`config.mk`:
```
export PLATFORM = sky130hd
export DESIGN_NAME = ov7670_config_ctrl
export DESIGN_NICKNAME = d
export VERILOG_FILES = /design/src/rtl/ov7670_pkg.sv /design/src/rtl/ov7670_reg_rom.sv /design/src/rtl/ov7670_config_ctrl.sv
export SDC_FILE = /design/constraint.sdc
export NUM_CORES = 1
export LEC_CHECK = 0
export CAP_MARGIN = 20
export CORE_ASPECT_RATIO = 1.2
export CORE_MARGIN = 2
export CORE_UTILIZATION = 55
export CTS_CLUSTER_DIAMETER = 80
export CTS_CLUSTER_SIZE = 12
export DETAILED_ROUTE_END_ITERATION = 8
export DONT_BUFFER_PORTS = 1
export PLACE_DENSITY = 0.73
export SYNTH_ARGS = -nofsm -noshare
export SYNTH_HDL_FRONTEND = slang
export SYNTH_SLANG_ARGS = --single-unit
```
`constraint.sdc`:
```
create_clock -name clk -period 2 [get_ports clk]
set_clock_uncertainty 0.15 [all_clocks]
set_input_delay 0.1 -clock clk [delete_from_list [all_inputs] [get_ports clk]]
set_output_delay 0.1 -clock clk [all_outputs]
set_load 0.005 [all_outputs]
```
`src/rtl/ov7670_pkg.sv`:
```
// Shared OV7670 definitions: SCCB write address, table markers and sequencer states.
package ov7670_pkg;

  localparam logic [7:0]  OV7670_WRITE_ID = 8'h42;
  localparam logic [15:0] CFG_END         = 16'hFFFF;
  localparam logic [15:0] CFG_DELAY       = 16'hFFF0;

  typedef enum logic [2:0] {
    ST_FETCH,
    ST_DECODE,
    ST_SEND,
    ST_DELAY,
    ST_DONE
  } cfg_state_t;

endpackage

```
`src/rtl/ov7670_reg_rom.sv`:
```
// Synchronous-read register table, one-cycle latency. TABLE_SEL 0 is the camera
// bring-up list; 1..3 are small tables used for board bring-up and regression.
module ov7670_reg_rom
  import ov7670_pkg::*;
#(
  parameter int unsigned ROM_DEPTH = 256,
  parameter int unsigned TABLE_SEL = 0,
  localparam int unsigned ADDR_W   = $clog2(ROM_DEPTH)
) (
  input  logic              clk,
  input  logic [ADDR_W-1:0] addr,
  output logic [15:0]       data
);

  function automatic logic [15:0] word_at(input int unsigned a);
    logic [15:0] w;
    w = CFG_END;
    case (TABLE_SEL)
      1: case (a)
           0:       w = 16'h1280;
           1:       w = 16'h1204;
           default: w = CFG_END;
         endcase
      2: case (a)
           0:       w = 16'h1280;
           1:       w = CFG_DELAY;
           2:       w = 16'h1100;
           default: w = CFG_END;
         endcase
      3: case (a)
           0:       w = 16'h1280;
           1:       w = 16'h1204;
           2:       w = 16'h1100;
           default: w = 16'h1300;
         endcase
      default: case (a)
           0:       w = 16'h1280;  // COM7 soft reset, needs the following pause
           1:       w = CFG_DELAY;
           2:       w = 16'h1204;
           3:       w = 16'h1100;
           4:       w = 16'h0C00;
           5:       w = 16'h3E00;
           6:       w = 16'h8C00;
           7:       w = 16'h0400;
           8:       w = 16'h40D0;
           9:       w = 16'h3A04;
           10:      w = 16'h1418;
           11:      w = 16'h4FB3;
           12:      w = 16'h50B3;
           13:      w = 16'h5100;
           14:      w = 16'h523D;
           15:      w = 16'h53A7;
           16:      w = 16'h54E4;
           17:      w = 16'h589E;
           18:      w = 16'h3DC0;
           19:      w = 16'h1714;
           20:      w = 16'h1802;
           21:      w = 16'h3280;
           22:      w = 16'h1903;
           23:      w = 16'h1A7B;
           24:      w = 16'h030A;
           25:      w = 16'h0F41;
           26:      w = 16'h1E00;
           27:      w = 16'h330B;
           28:      w = 16'h3C78;
           29:      w = 16'h6900;
           30:      w = 16'h7400;
           31:      w = 16'hB084;
           32:      w = 16'hB10C;
           33:      w = 16'hB20E;
           34:      w = 16'hB380;
           default: w = CFG_END;
         endcase
    endcase
    return w;
  endfunction

  always_ff @(posedge clk) begin
    data <= word_at(32'(addr));
  end

endmodule

```
`src/rtl/ov7670_config_ctrl.sv`:
```
// OV7670 configuration sequencer: walks the register table, hands each write to
// the SCCB sender via send/taken, honours table pauses and flags completion.
module ov7670_config_ctrl
  import ov7670_pkg::*;
#(
  parameter int unsigned ROM_DEPTH    = 256,
  parameter int unsigned DELAY_CYCLES = 25000,
  parameter logic [7:0]  CAM_ID       = OV7670_WRITE_ID,
  parameter int unsigned TABLE_SEL    = 0,
  localparam int unsigned ADDR_W      = $clog2(ROM_DEPTH)
) (
  input  logic              clk,
  input  logic              reset,
  input  logic              resend,
  input  logic              taken,
  output logic              send,
  output logic [7:0]        id,
  output logic [7:0]        register,
  output logic [7:0]        value,
  output logic              config_done,
  output logic [ADDR_W-1:0] entry_idx
);

  localparam int unsigned CNT_W = ($clog2(DELAY_CYCLES) > 16) ? $clog2(DELAY_CYCLES) : 16;
  localparam logic [ADDR_W-1:0] LAST_ADDR  = ADDR_W'(ROM_DEPTH - 1);
  localparam logic [CNT_W-1:0]  DELAY_LOAD = CNT_W'(DELAY_CYCLES - 1);

  cfg_state_t        state_q, state_d;
  logic [ADDR_W-1:0] addr_q, addr_d;
  logic [CNT_W-1:0]  cnt_q, cnt_d;
  logic              send_q, send_d;
  logic [7:0]        reg_q, reg_d;
  logic [7:0]        val_q, val_d;
  logic              done_q, done_d;
  logic              advance;
  logic [15:0]       rom_data;

  ov7670_reg_rom #(
    .ROM_DEPTH (ROM_DEPTH),
    .TABLE_SEL (TABLE_SEL)
  ) u_rom (
    .clk  (clk),
    .addr (addr_q),
    .data (rom_data)
  );

  always_ff @(posedge clk or posedge reset) begin
    if (reset) begin
      state_q <= ST_FETCH;
      addr_q  <= '0;
      cnt_q   <= '0;
      send_q  <= 1'b0;
      reg_q   <= 8'h00;
      val_q   <= 8'h00;
      done_q  <= 1'b0;
    end else begin
      state_q <= state_d;
      addr_q  <= addr_d;
      cnt_q   <= cnt_d;
      send_q  <= send_d;
      reg_q   <= reg_d;
      val_q   <= val_d;
      done_q  <= done_d;
    end
  end

  // Next-state and next-output logic; every output is the registered copy.
  always_comb begin
    state_d = state_q;
    addr_d  = addr_q;
    cnt_d   = cnt_q;
    send_d  = send_q;
    reg_d   = reg_q;
    val_d   = val_q;
    done_d  = done_q;
    advance = 1'b0;

    case (state_q)
      ST_FETCH: state_d = ST_DECODE;
      ST_DECODE: begin
        if (rom_data == CFG_END) begin
          state_d = ST_DONE;
          done_d  = 1'b1;
        end else if (rom_data == CFG_DELAY) begin
          cnt_d   = DELAY_LOAD;
          state_d = ST_DELAY;
        end else begin
          reg_d   = rom_data[15:8];
          val_d   = rom_data[7:0];
          send_d  = 1'b1;
          state_d = ST_SEND;
        end
      end
      ST_SEND: begin
        if (taken) begin
          send_d  = 1'b0;
          advance = 1'b1;
        end
      end
      ST_DELAY: begin
        if (cnt_q == '0) begin
          advance = 1'b1;
        end else begin
          cnt_d = cnt_q - CNT_W'(1);
        end
      end
      ST_DONE: begin
        send_d = 1'b0;
        if (resend) begin
          addr_d  = '0;
          done_d  = 1'b0;
          state_d = ST_FETCH;
        end
      end
      default: state_d = ST_FETCH;
    endcase

    // A table without an END marker stops at its last entry rather than replaying.
    if (advance) begin
      if (addr_q == LAST_ADDR) begin
        state_d = ST_DONE;
        done_d  = 1'b1;
      end else begin
        addr_d  = addr_q + ADDR_W'(1);
        state_d = ST_FETCH;
      end
    end
  end

  assign send        = send_q;
  assign id          = CAM_ID;
  assign register    = reg_q;
  assign value       = val_q;
  assign config_done = done_q;
  assign entry_idx   = addr_q;

endmodule

```
### Yosys cells after proc, flatten, opt, wreduce, memory -nomap -nowiden

Memories as Yosys holds them, arrays and structs flattened. A register that Yosys moved wholly into a read port is not among the register bits.
Index checks and enable logic that the tools add are counted.

| word-level totals | value |
|---|---|
| bits in registers | 45 |
| bits in latches | 0 |
| memory bits (writable) | 0 |
| bits in read-only memories | 1024 |
| input port bits | 4 |
| output and inout port bits | 34 |
| word-level logic and storage cells | 63 |
| memories | 1 |

| cells by class | value |
|---|---|
| add/subtract/negate cells | 2 |
| multipliers | 0 |
| div/mod/pow operators | 0 |
| magnitude comparators | 0 |
| equal/unequal tests | 14 |
| shifts and indexed selects | 0 |
| multiplexer cells | 26 |
| bitwise operators | 2 |
| reduce and logical (&&, ||, !) cells | 11 |

Memories:

| name | depth | width | rd ports | clocked after Yosys merged registers in | wr ports | RTL line | RTL |
|---|---|---|---|---|---|---|---|
| (no name shown) | 64 | 16 | 1 | 1 | 0 | ov7670_reg_rom.sv:36 | `default: case (a)` |

Operators by type and width:

| cell | count |
|---|---|
| $mux 16 | 3 |
| $eq 16x16->1 const B | 2 |
| $mux 8 | 4 |
| $pmux 16 s2 | 1 |
| $logic_not 16->1 | 1 |
| $sub 16x1->16 const B | 1 |
| $mux 3 | 4 |
| $pmux 3 s4 | 1 |
| $mux 1 | 10 |
| $ne 2x2->1 const B | 5 |
| $add 8x1->8 const B | 1 |
| $eq 8x8->1 const B | 1 |
| $reduce_and 4->1 | 2 |
| $eq 3x2->1 const B | 2 |
| $pmux 1 s2 | 2 |
| $eq 3x1->1 const B | 1 |
| $eq 3x3->1 const B | 1 |
| $logic_not 3->1 | 1 |
| $ne 3x3->1 const B | 1 |
| $pmux 1 s3 | 1 |
| $reduce_and 3->1 | 1 |
| $reduce_bool 3->1 | 1 |
| $logic_not 2->1 | 1 |
| $ne 2x1->1 const B | 1 |
| other kinds (5) | 6 |

### Longest topological paths before layout

Gate-level depths: netlist of run 1.

| logic depth | value |
|---|---|
| depth after elaboration | 5 |
| gate-level depth with buffers | 8 |
| gate-level depth less buffers | 7 |

### Modules after synthesis

From an unflattened synthesis of run 1, not the netlist that was laid out.

| unflattened totals | value |
|---|---|
| cell total of the unflattened synthesis | 374 |
| area total of the unflattened synthesis | 3535.9 µm² |

By module, submodules not included:

| module | instances | cells an instance | area each (µm²) | seq. area each (µm²) |
|---|---|---|---|---|
| ov7670_config_ctrl | 1 | 219 | 2265.9 | 1126.1 |
| ov7670_reg_rom | 1 | 155 | 1270.0 | 320.3 |

### Worst setup path before layout of run 1

Ideal clock, no wire load.

| timing | value |
|---|---|
| path kind | register -> register |
| from | register addr_q[1] (netlist: entry_idx[1]) |
| to | register u_rom.data[3] |
| library setup time | 0.128 ns |
| arrival | 1.933 ns |
| required time | 1.722 ns |
| slack | -0.212 ns |
| cell stages (with the launch flop) | 8 |
| buffers on the path | 1 |
| period minus slack after synthesis | 2.212 ns |
| cell sequence | dfrtp_1 -> clkbuf_1 -> inv_1 -> ha_1 -> inv_1 -> mux4_2 -> a21oi_1 -> o21ai_0 |

RTL lines:

| item | RTL line | RTL |
|---|---|---|
| start: declaration | ov7670_config_ctrl.sv:29 | `logic [ADDR_W-1:0] addr_q, addr_d;` |
| start signal: assignment | ov7670_config_ctrl.sv:58 | `addr_q <= addr_d;` |
| end: declaration | ov7670_reg_rom.sv:12 | `output logic [15:0] data` |

### Worst setup path in the final report of run 1

| timing | value |
|---|---|
| from | register addr_q[0] (netlist: entry_idx[0]) |
| to | register addr_q[0] (netlist: entry_idx[0]) |

| between the ends | value |
|---|---|
| cells in the longest elaborated chain, start to end | 4 |
| elaborated cells between the ends (all ways) | 6 |
| those cells by class | add/sub (1); eq/ne (1); mux (4) |

Ends and longest elaborated chain:

| item | RTL line | RTL |
|---|---|---|
| branches (longest 3 deep; another with $add 8x1->8) | -- |  |
| $mux 8 * | ov7670_config_ctrl.sv:119 | `if (advance) begin` |
| net addr_d[0] | ov7670_config_ctrl.sv:29 |  |

Mark *: on every way through the listed nets, which the timed path passes.
A chain may end at the register's enable or synchronous reset.

==> summary.md, run 1 <==
| Metric | Value |
|---|---|
| RSZ-0062 raised after global routing | true |
| CTS Buf Count | 9 |
| Cells after Synth | 385 |
| Detailed Place HPWL | 5670 um |
| Dominant synthesized flop cell | dfrtp_1 |
| Cell Rows | 32 |
| Layout cells sized above 1 | 27.7% |
| Max cap viols | 0 |
| # setup viols final | 0 |
| Status | finished clean |
| Final worst path period need | 1.97 ns |
| Syn-to-layout area delta | 19.7% |
| Syn_area_per_cell | 9.18 sq um |
| Worst relative slew slack | 62.0% |
| Fin. max-slew vios | 0 |
| # IOs | 38 |
| Routed vias | 3012 |
| Root Buffer | clkbuf_8 |
| TNS Setup | 0 ns |
| Period utilization | 98.4% |
| CTS tree | yes |
| Nets@finish | 431 |
| P_leak | 1.84 nW |
| Detail Route Antenna Nets | 0 |
| Hold Crit Depth | 3 |
| Post-synth top area share | 31.9% |
| Worst R2R Path Depth | 6 |
| Worst EP arrival | 2.03 ns |
| Buffers on Ports | 0 |
| # H-tree levels | 3 |
| Met1 usage | 31.0% |
| Setup crit end kind | flop |
| Overall Global Routing Usage | 24.1% |
| Largest net degree at the start of global routing | 46 |
| Seq cells post-synth | 61 |
| Crit start category | flop |
| Fmax | 0.508 GHz |
| Bufs on Longest Clock Path | 2 |
| Sink Count | 61 |
| Reg2reg start | entry_idx[0] |
| Hold path startpoint | taken |
| Die width | 77.2 um |
| Initial antenna violation count | 0 |
| DR WL/cell | 16.9 um |
| Hold Fails Final Rpt | 0 |
| Post-Route WL | 8560 um |
| Layer with the highest usage | met2 |
| Final core occ | 66.9% |
| Vias in the first global route | 2850 |
| Post-synth ARST share | 73.8% |
| Worst skew pair latency | 0.34 ns |
| CTS clk-pin slew, worst paths | 0.06 ns |
| Router iterations before antenna repair | 5 |
| Least-Margin Pin Slew | 0.570 ns |
| N_diodes | 0 |
| Worst hold path type | in2reg |
| Pwr/cell area | 535 mW/mm^2 |
| Post-Syn Area | 0.00353 sq mm |
| Core region area | 0.00633 sq mm |
| Yosys warning total | 0 |
| Top cells by area, synth | dfrtp_1 (32%), dfxtp_1 (9.1%), mux2_2 (6.1%), o21ai_0 (5.2%), ha_1 (3.5%) |
| Cell variety after synth | 59 |
| Yosys top cell by area | dfrtp_1 |
| M2 GR Usage | 38.1% |
| Post-synth EDFFs | 0 |
| Critical path class | reg2reg |
| Vias/cell | 5.94 |
| Die ar. | 0.00709 sq mm |
| Remaining DRCs | 0 |
| DRT iter0 DRCs | 183 |
| Initial Util | 55.9% |
| Max IR drop VDD | 0.358 mV |
| Crit-path max FO | 8 |
| Remaining Overflow, GRT | 0 |
| Final GP Congestion | 0.897 |
| Sequential fraction of the synthesis area | 40.9% |
| Met3 track demand over resource | 6.50% |
| First-pass GRT wire length | 13700 um |
| Die height | 91.8 um |
| CP required | 2.07 ns |
| CP startpoint | entry_idx[0] |
## worst paths after layout
path,endpoint,slack (ns)
max,entry_idx[0],0.03
min,send,0.06
max reg2reg,entry_idx[0],0.03
min reg2reg,register[6],0.35
max in group asynchronous,entry_idx[0],1.06
min in group asynchronous,register[2],0.21
## through the flow
| step | setup WS (ns) | cell area (sq um) | total power, mW | std cells | hold slack, ns |
|---|---|---|---|---|---|
| after floorplan | -0.0194 | 3580 | 1.28 | 391 | 0.141 |
| after global placement | 0.0467 | 3850 | 1.28 | 481 | 0.00171 |
| after detailed placement | -0.00393 | 3850 | 1.28 | 481 | 0.00978 |
| after CTS | 0.0107 | 4110 | 2.29 | 504 | 0.0333 |
| after global routing | -0.0251 | 4230 | 2.34 | 507 | 0.0477 |
| final | 0.0317 | 4230 | 2.26 | 507 | 0.0617 |
## per-layer routing
| metal | part of all wire (%) | wire length, um |
|---|---|---|
| met5 | 0 | 0 |
| met4 | 1.2 | 102 |
| met3 | 6.6 | 567 |
| met2 | 49 | 4210 |
| met1 | 43 | 3680 |
## cells in the mapped netlist, types with 2 or more instances
| library cell | count |
|---|---|
| conb_1 | 2 |
| or3_1 | 3 |
| o31ai_1 | 7 |
| a21o_1 | 6 |
| clkbuf_1 | 19 |
| and2_1 | 5 |
| mux2i_1 | 2 |
| a311oi_1 | 2 |
| mux2_2 | 19 |
| nor3_4 | 2 |
| o211ai_1 | 2 |
| nand4_1 | 9 |
| dfxtp_1 | 16 |
| inv_1 | 13 |
| nor4_1 | 2 |
| xnor2_1 | 5 |
| nand3_1 | 18 |
| nor2b_1 | 3 |
| and3b_1 | 2 |
| a2111oi_0 | 2 |
| buf_1 | 2 |
| mux4_2 | 2 |
| xor2_1 | 9 |
| dfrtp_1 | 45 |
| buf_4 | 9 |
| ha_1 | 10 |
| nor2_1 | 26 |
| and3_1 | 4 |
| nor3_1 | 7 |
| or2_2 | 2 |
| a22o_1 | 5 |
| a21oi_1 | 22 |
| o21ai_0 | 37 |
| a211oi_1 | 3 |
| nor4b_1 | 2 |
| o21a_1 | 2 |
| nor3b_1 | 2 |
| buf_2 | 4 |
| nand2_1 | 28 |
| a31oi_1 | 4 |
| nand3b_1 | 3 |
## critical path, cell delays in order (launching register included)
cell	delay, ns
dfrtp_2	0.43
ha_1	0.20
nand4_1	0.13
or2_2	0.36
o2bb2ai_4	0.15
buf_4	0.18
mux2_2	0.25
## state kept, by name, summed over array words and instances (netlist names)
name / count
register: 8
config_done: 1
send: 1
entry_idx: 8
cnt_q: 16
value: 8
u_rom.data: 16
state_q: 3
## placed cells by master (no fill, tap or decap), types with 3 or more instances in the layout
cell type	Yosys	layout
buf_12	0	3
a21o_1	6	6
buf_4	9	41
conb_1	2	8
ha_1	10	5
dfrtp_1	45	43
ha_2	0	3
xnor2_1	5	5
a211oi_1	3	3
nand3b_1	3	3
xor2_1	9	9
clkinvlp_4	0	4
clkbuf_8	0	11
nor2b_1	3	3
dfxtp_1	16	16
nand4_1	9	9
dlygate4sd3_1	0	3
nor3_2	1	3
nor3_1	7	5
a31oi_1	4	4
a21oi_1	22	21
nand3_1	18	18
inv_2	0	5
o31ai_1	7	7
a22o_1	5	5
and3_1	4	4
mux2_2	19	19
o21ai_0	37	35
nor2_1	26	24
inv_1	13	7
and2_1	5	3
nand2_1	28	28
## cell families after synthesis
| group | count (synthesis) | share of synthesized area [%] |
|---|---|---|
| multiplexers | 23 | 7.89 |
| XOR/XNOR | 14 | 3.47 |
| buffers and inverters | 47 | 6.09 |
| AO/OA/AOI/OAI | 101 | 18.2 |
| adder cells (fa/ha/maj) | 10 | 3.54 |
| other | 2 | 0.212 |
| flip-flops | 61 | 40.9 |
| AND/OR/NAND/NOR | 127 | 19.7 |
## cell type report
class                           instances  area, sq um
Sequential cell                        61         1450
Timing Repair Buffer                   49          438
Multi-Input combinational cell        283         2000
Fill cell                             495         2100
Clock buffer                           11          151
Inverter                               13         48.8
Tap cell                               85          106
Clock inverter                          5         35.0
## power breakdown
group          total (mW)  switching (mW)  internal [mW]  leakage, nW
Combinational      0.0302          0.0236        0.00666         1.05
Sequential           1.23               0           1.23        0.707
Clock                1.01           0.491          0.514       0.0836
## timing repair
item / in CTS / in global routing
resized for setup: 3 / 26
hold endpoints to repair: 51 / 0
setup buffers: 4 / 2
hold buffers: 3 / 0
gates cloned: 0 / 1
setup endpoints to repair: 12 / 32
pin swaps: 4 / 6
Note: power is estimated with default switching activity, not from simulation.
==> run 2, diff against run 1 <==
--- a/config.mk
+++ b/config.mk
@@ -7,13 +7,14 @@
 export LEC_CHECK = 0
 export CAP_MARGIN = 20
 export CORE_ASPECT_RATIO = 1.2
-export CORE_MARGIN = 2
+export CORE_MARGIN = 5
 export CORE_UTILIZATION = 55
 export CTS_CLUSTER_DIAMETER = 80
 export CTS_CLUSTER_SIZE = 12
 export DETAILED_ROUTE_END_ITERATION = 8
 export DONT_BUFFER_PORTS = 1
 export PLACE_DENSITY = 0.73
+export SETUP_SLACK_MARGIN = 0.1
 export SYNTH_ARGS = -nofsm -noshare
 export SYNTH_HDL_FRONTEND = slang
 export SYNTH_SLANG_ARGS = --single-unit
==> run 2 against run 1 <==
The run now ends with negative setup slack left. Design area up 6.4%. Clock power increased by 22%. Flip-flop and latch count unchanged. Via count grew 1.9%. Combinational power barely moved. First-iteration DRC count decreased by 2.7%. Clock-buffer cell count is 2 lower. Non-clock buffer count rose by 13. Hold slack worse by 0.014 ns. Total power is 9.8% higher. Largest cell class unchanged. Highest routed layer unchanged.
==> summary.md, run 2 (synthesized netlist as in run 1, its figures left out) <==
| Metric | Value |
|---|---|
| Syn-to-layout area delta | 27.3% |
| TNS Setup | -0.103 ns (-0.103 ns) |
| Layout cells sized above 1 | 33.8% (+6.1 points) |
| CTS Buf Count | 9 (unchanged) |
| Detailed Place HPWL | 6030 um (+6.3%) |
| Cell Rows | 32 (unchanged) |
| Setup crit end kind | flop |
| CTS tree | yes |
| Setup ws final | -0.0639 ns (-0.0956 ns) |
| Buffers on Ports | 0 (unchanged) |
| Fin. max-slew vios | 0 (unchanged) |
| Worst skew pair latency | 0.34 ns (about the same) |
| Commonest cells after routing, fill and taps aside | buf_4 (48), dfrtp_1 (42), o21ai_0 (31), nand2_1 (25), nor2_1 (22) |
| Worst relative slew slack | 62.5% (+0.51 points) |
| Hold Fails Final Rpt | 0 (unchanged) |
| Commonest non-fill, non-tap cell in the layout | buf_4 |
| Multi-input logic area | 0.00211 sq mm (+5.4%) |
| Initial antenna violation count | 0 (unchanged) |
| Die width | 83.2 um (+7.8%) |
| Overall Global Routing Usage | 22.9% (-1.3 points) |
| Bufs on Longest Clock Path | 2 (unchanged) |
| Root Buffer | clkbuf_8 |
| Crit-path max FO | 6 (-2) |
| Post-route cell area | 0.00450 sq mm (+6.4%) |
| Hold Slack | 0.0481 ns (-0.0136 ns) |
| # setup viols final | 4 (+4) |
| Critical path buffers and inverters | 0 (-1) |
| M1 WL | 3980 um (+8.0%) |
| Met3 Wirelength | 416 um (-27%) |
| # IOs | 38 (unchanged) |
| P_leak | 1.96 nW (+6.7%) |
| DR WL/cell | 17.6 um (+4.2%) |
| Remaining Overflow, GRT | 0 (unchanged) |
| Fmax | 0.485 GHz (-4.6%) |
| CTS clk-pin slew, worst paths | 0.08 ns (+0.02 ns) |
| Largest net degree at the start of global routing | 46 (unchanged) |
| Final GP Congestion | 0.852 (-5.0%) |
| Max cap viols | 0 (unchanged) |
| First-pass GRT wire length | 15300 um (+12%) |
| CP required | 2.11 ns (+0.04 ns) |
| Cell Area, Placed | 0.00394 sq mm (+2.3%) |
| Core region area | 0.00633 sq mm (unchanged) |
| Sink Count | 61 (unchanged) |
| Top Registers | cnt_q x16, u_rom.data x16 |
| Die height | 97.8 um (+6.5%) |
| Nets@finish | 444 (+3.0%) |
| Max incr delay on CP | 0.49 ns (+0.06 ns) |
| Routed vias | 3069 (+1.9%) |
| Post-Route WL | 9150 um (+6.9%) |
| Status | finished with violations |
| Power Total | 2.49 mW (+9.8%) |
| Critical-path top delay cell | or4_4 |
| Vias in the first global route | 3082 (+8.1%) |
| Crit start category | flop |
| Detail Route Antenna Nets | 0 (unchanged) |
| # H-tree levels | 3 (unchanged) |
| Remaining DRCs | 0 (unchanged) |
| Pre-CTS setup slack | -0.0978 ns (-0.0939 ns) |
| Vias/cell | 5.90 (-0.65%) |
| Critical path class | reg2reg |
| Least-Margin Pin Slew | 0.562 ns (-0.00759 ns) |
| Final worst path period need | 2.06 ns (+0.0956 ns) |
| Die ar. | 0.00814 sq mm (+15%) |
| Worst EP arrival | 2.18 ns (+0.15 ns) |
| Met2 WL post-DR | 4670 um (+11%) |
| Worst hold path type | in2reg |
| Failing checks | negative setup slack |
| Reg area | 0.00145 sq mm (about the same) |
| Delay-heaviest family, CP | simple AND/OR/NAND/NOR gates |
| Initial Util | 55.9% (unchanged) |
| RSZ-0062 raised after global routing | true |
| Period utilization | 103% (+4.8 points) |
| Cells along the critical path | or4_4 > nor3_4 > nand3_2 > or3_4 > a21oi_2 |
| Pwr/cell area | 553 mW/mm^2 (+3.3%) |
| Uppermost layer routed | met4 |
| N_diodes | 0 (unchanged) |
| Max IR drop VDD | 0.393 mV (+9.9%) |
| Fill cells | 487 (-1.6%) |
| Router iterations before antenna repair | 4 (-1) |
| DRT iter0 DRCs | 178 (-2.7%) |
## run 2: changes by cell type in the layout (fill, tap and decap cells not counted), sizes merged
| cell | delta |
|---|---|
| buf | +13 |
| bufinv | +2 |
| clkinv | +2 |
| inv | +1 |
| clkinvlp | -3 |
| clkbuf | -2 |
## run 2: report_power, final
part           internal [mW]  switching, mW  leakage (nW)
sequential              1.23              0         0.705
clock                  0.707          0.521         0.110
combinational        0.00667         0.0238          1.14
## run 2: final timing paths
kind	slack, ns	cells after the start	end	start
max	-0.06	5	cnt_q[9]	cnt_q[2]
min	0.05	3	send	taken
max reg2reg	-0.06	5	cnt_q[9]	cnt_q[2]
min reg2reg	0.34	1	register[1]	u_rom.data[9]
max in group asynchronous	1.08	3	entry_idx[2]	reset
min in group asynchronous	0.19	3	register[3]	reset
## run 2: repair_timing
action / 4_1_cts / 5_1_grt
endpoints found under the hold margin: 51 / 0
gates resized for setup: 20 / 41
pin swaps: 8 / 23
hold buffers: 3 / 0
gates cloned: 1 / 0
endpoints found under the setup margin: 46 / 39
buffers inserted: 6 / 7
## run 2: tightest hold or removal path: stages
cell and delay (ns):
and3b_1 0.16, a21oi_1 0.06, o22a_1 0.17
## run 2: layout make-up
type,instances,area share (%)
well taps,85,2.36
clock inverters,7,2.20
flip-flops and latches,61,32.2
inverters,13,1.14
multi-input cells,283,46.9
clock buffers,9,2.75
repair buffers,62,12.4
## run 2: metal layers
layer,global-route usage (%),vias to the layer above
li1,-,1466
met1,30.7,1503
met2,37.8,88
met3,3.88,12
met4,7.17,0
met5,0,-
## run 2: through the flow
stage,std cells,utilization [%]
finish,520,71.1
CTS,513,68.0
global route,520,71.1
global placement,487,62.2
detailed placement,487,62.2
floorplan,391,-
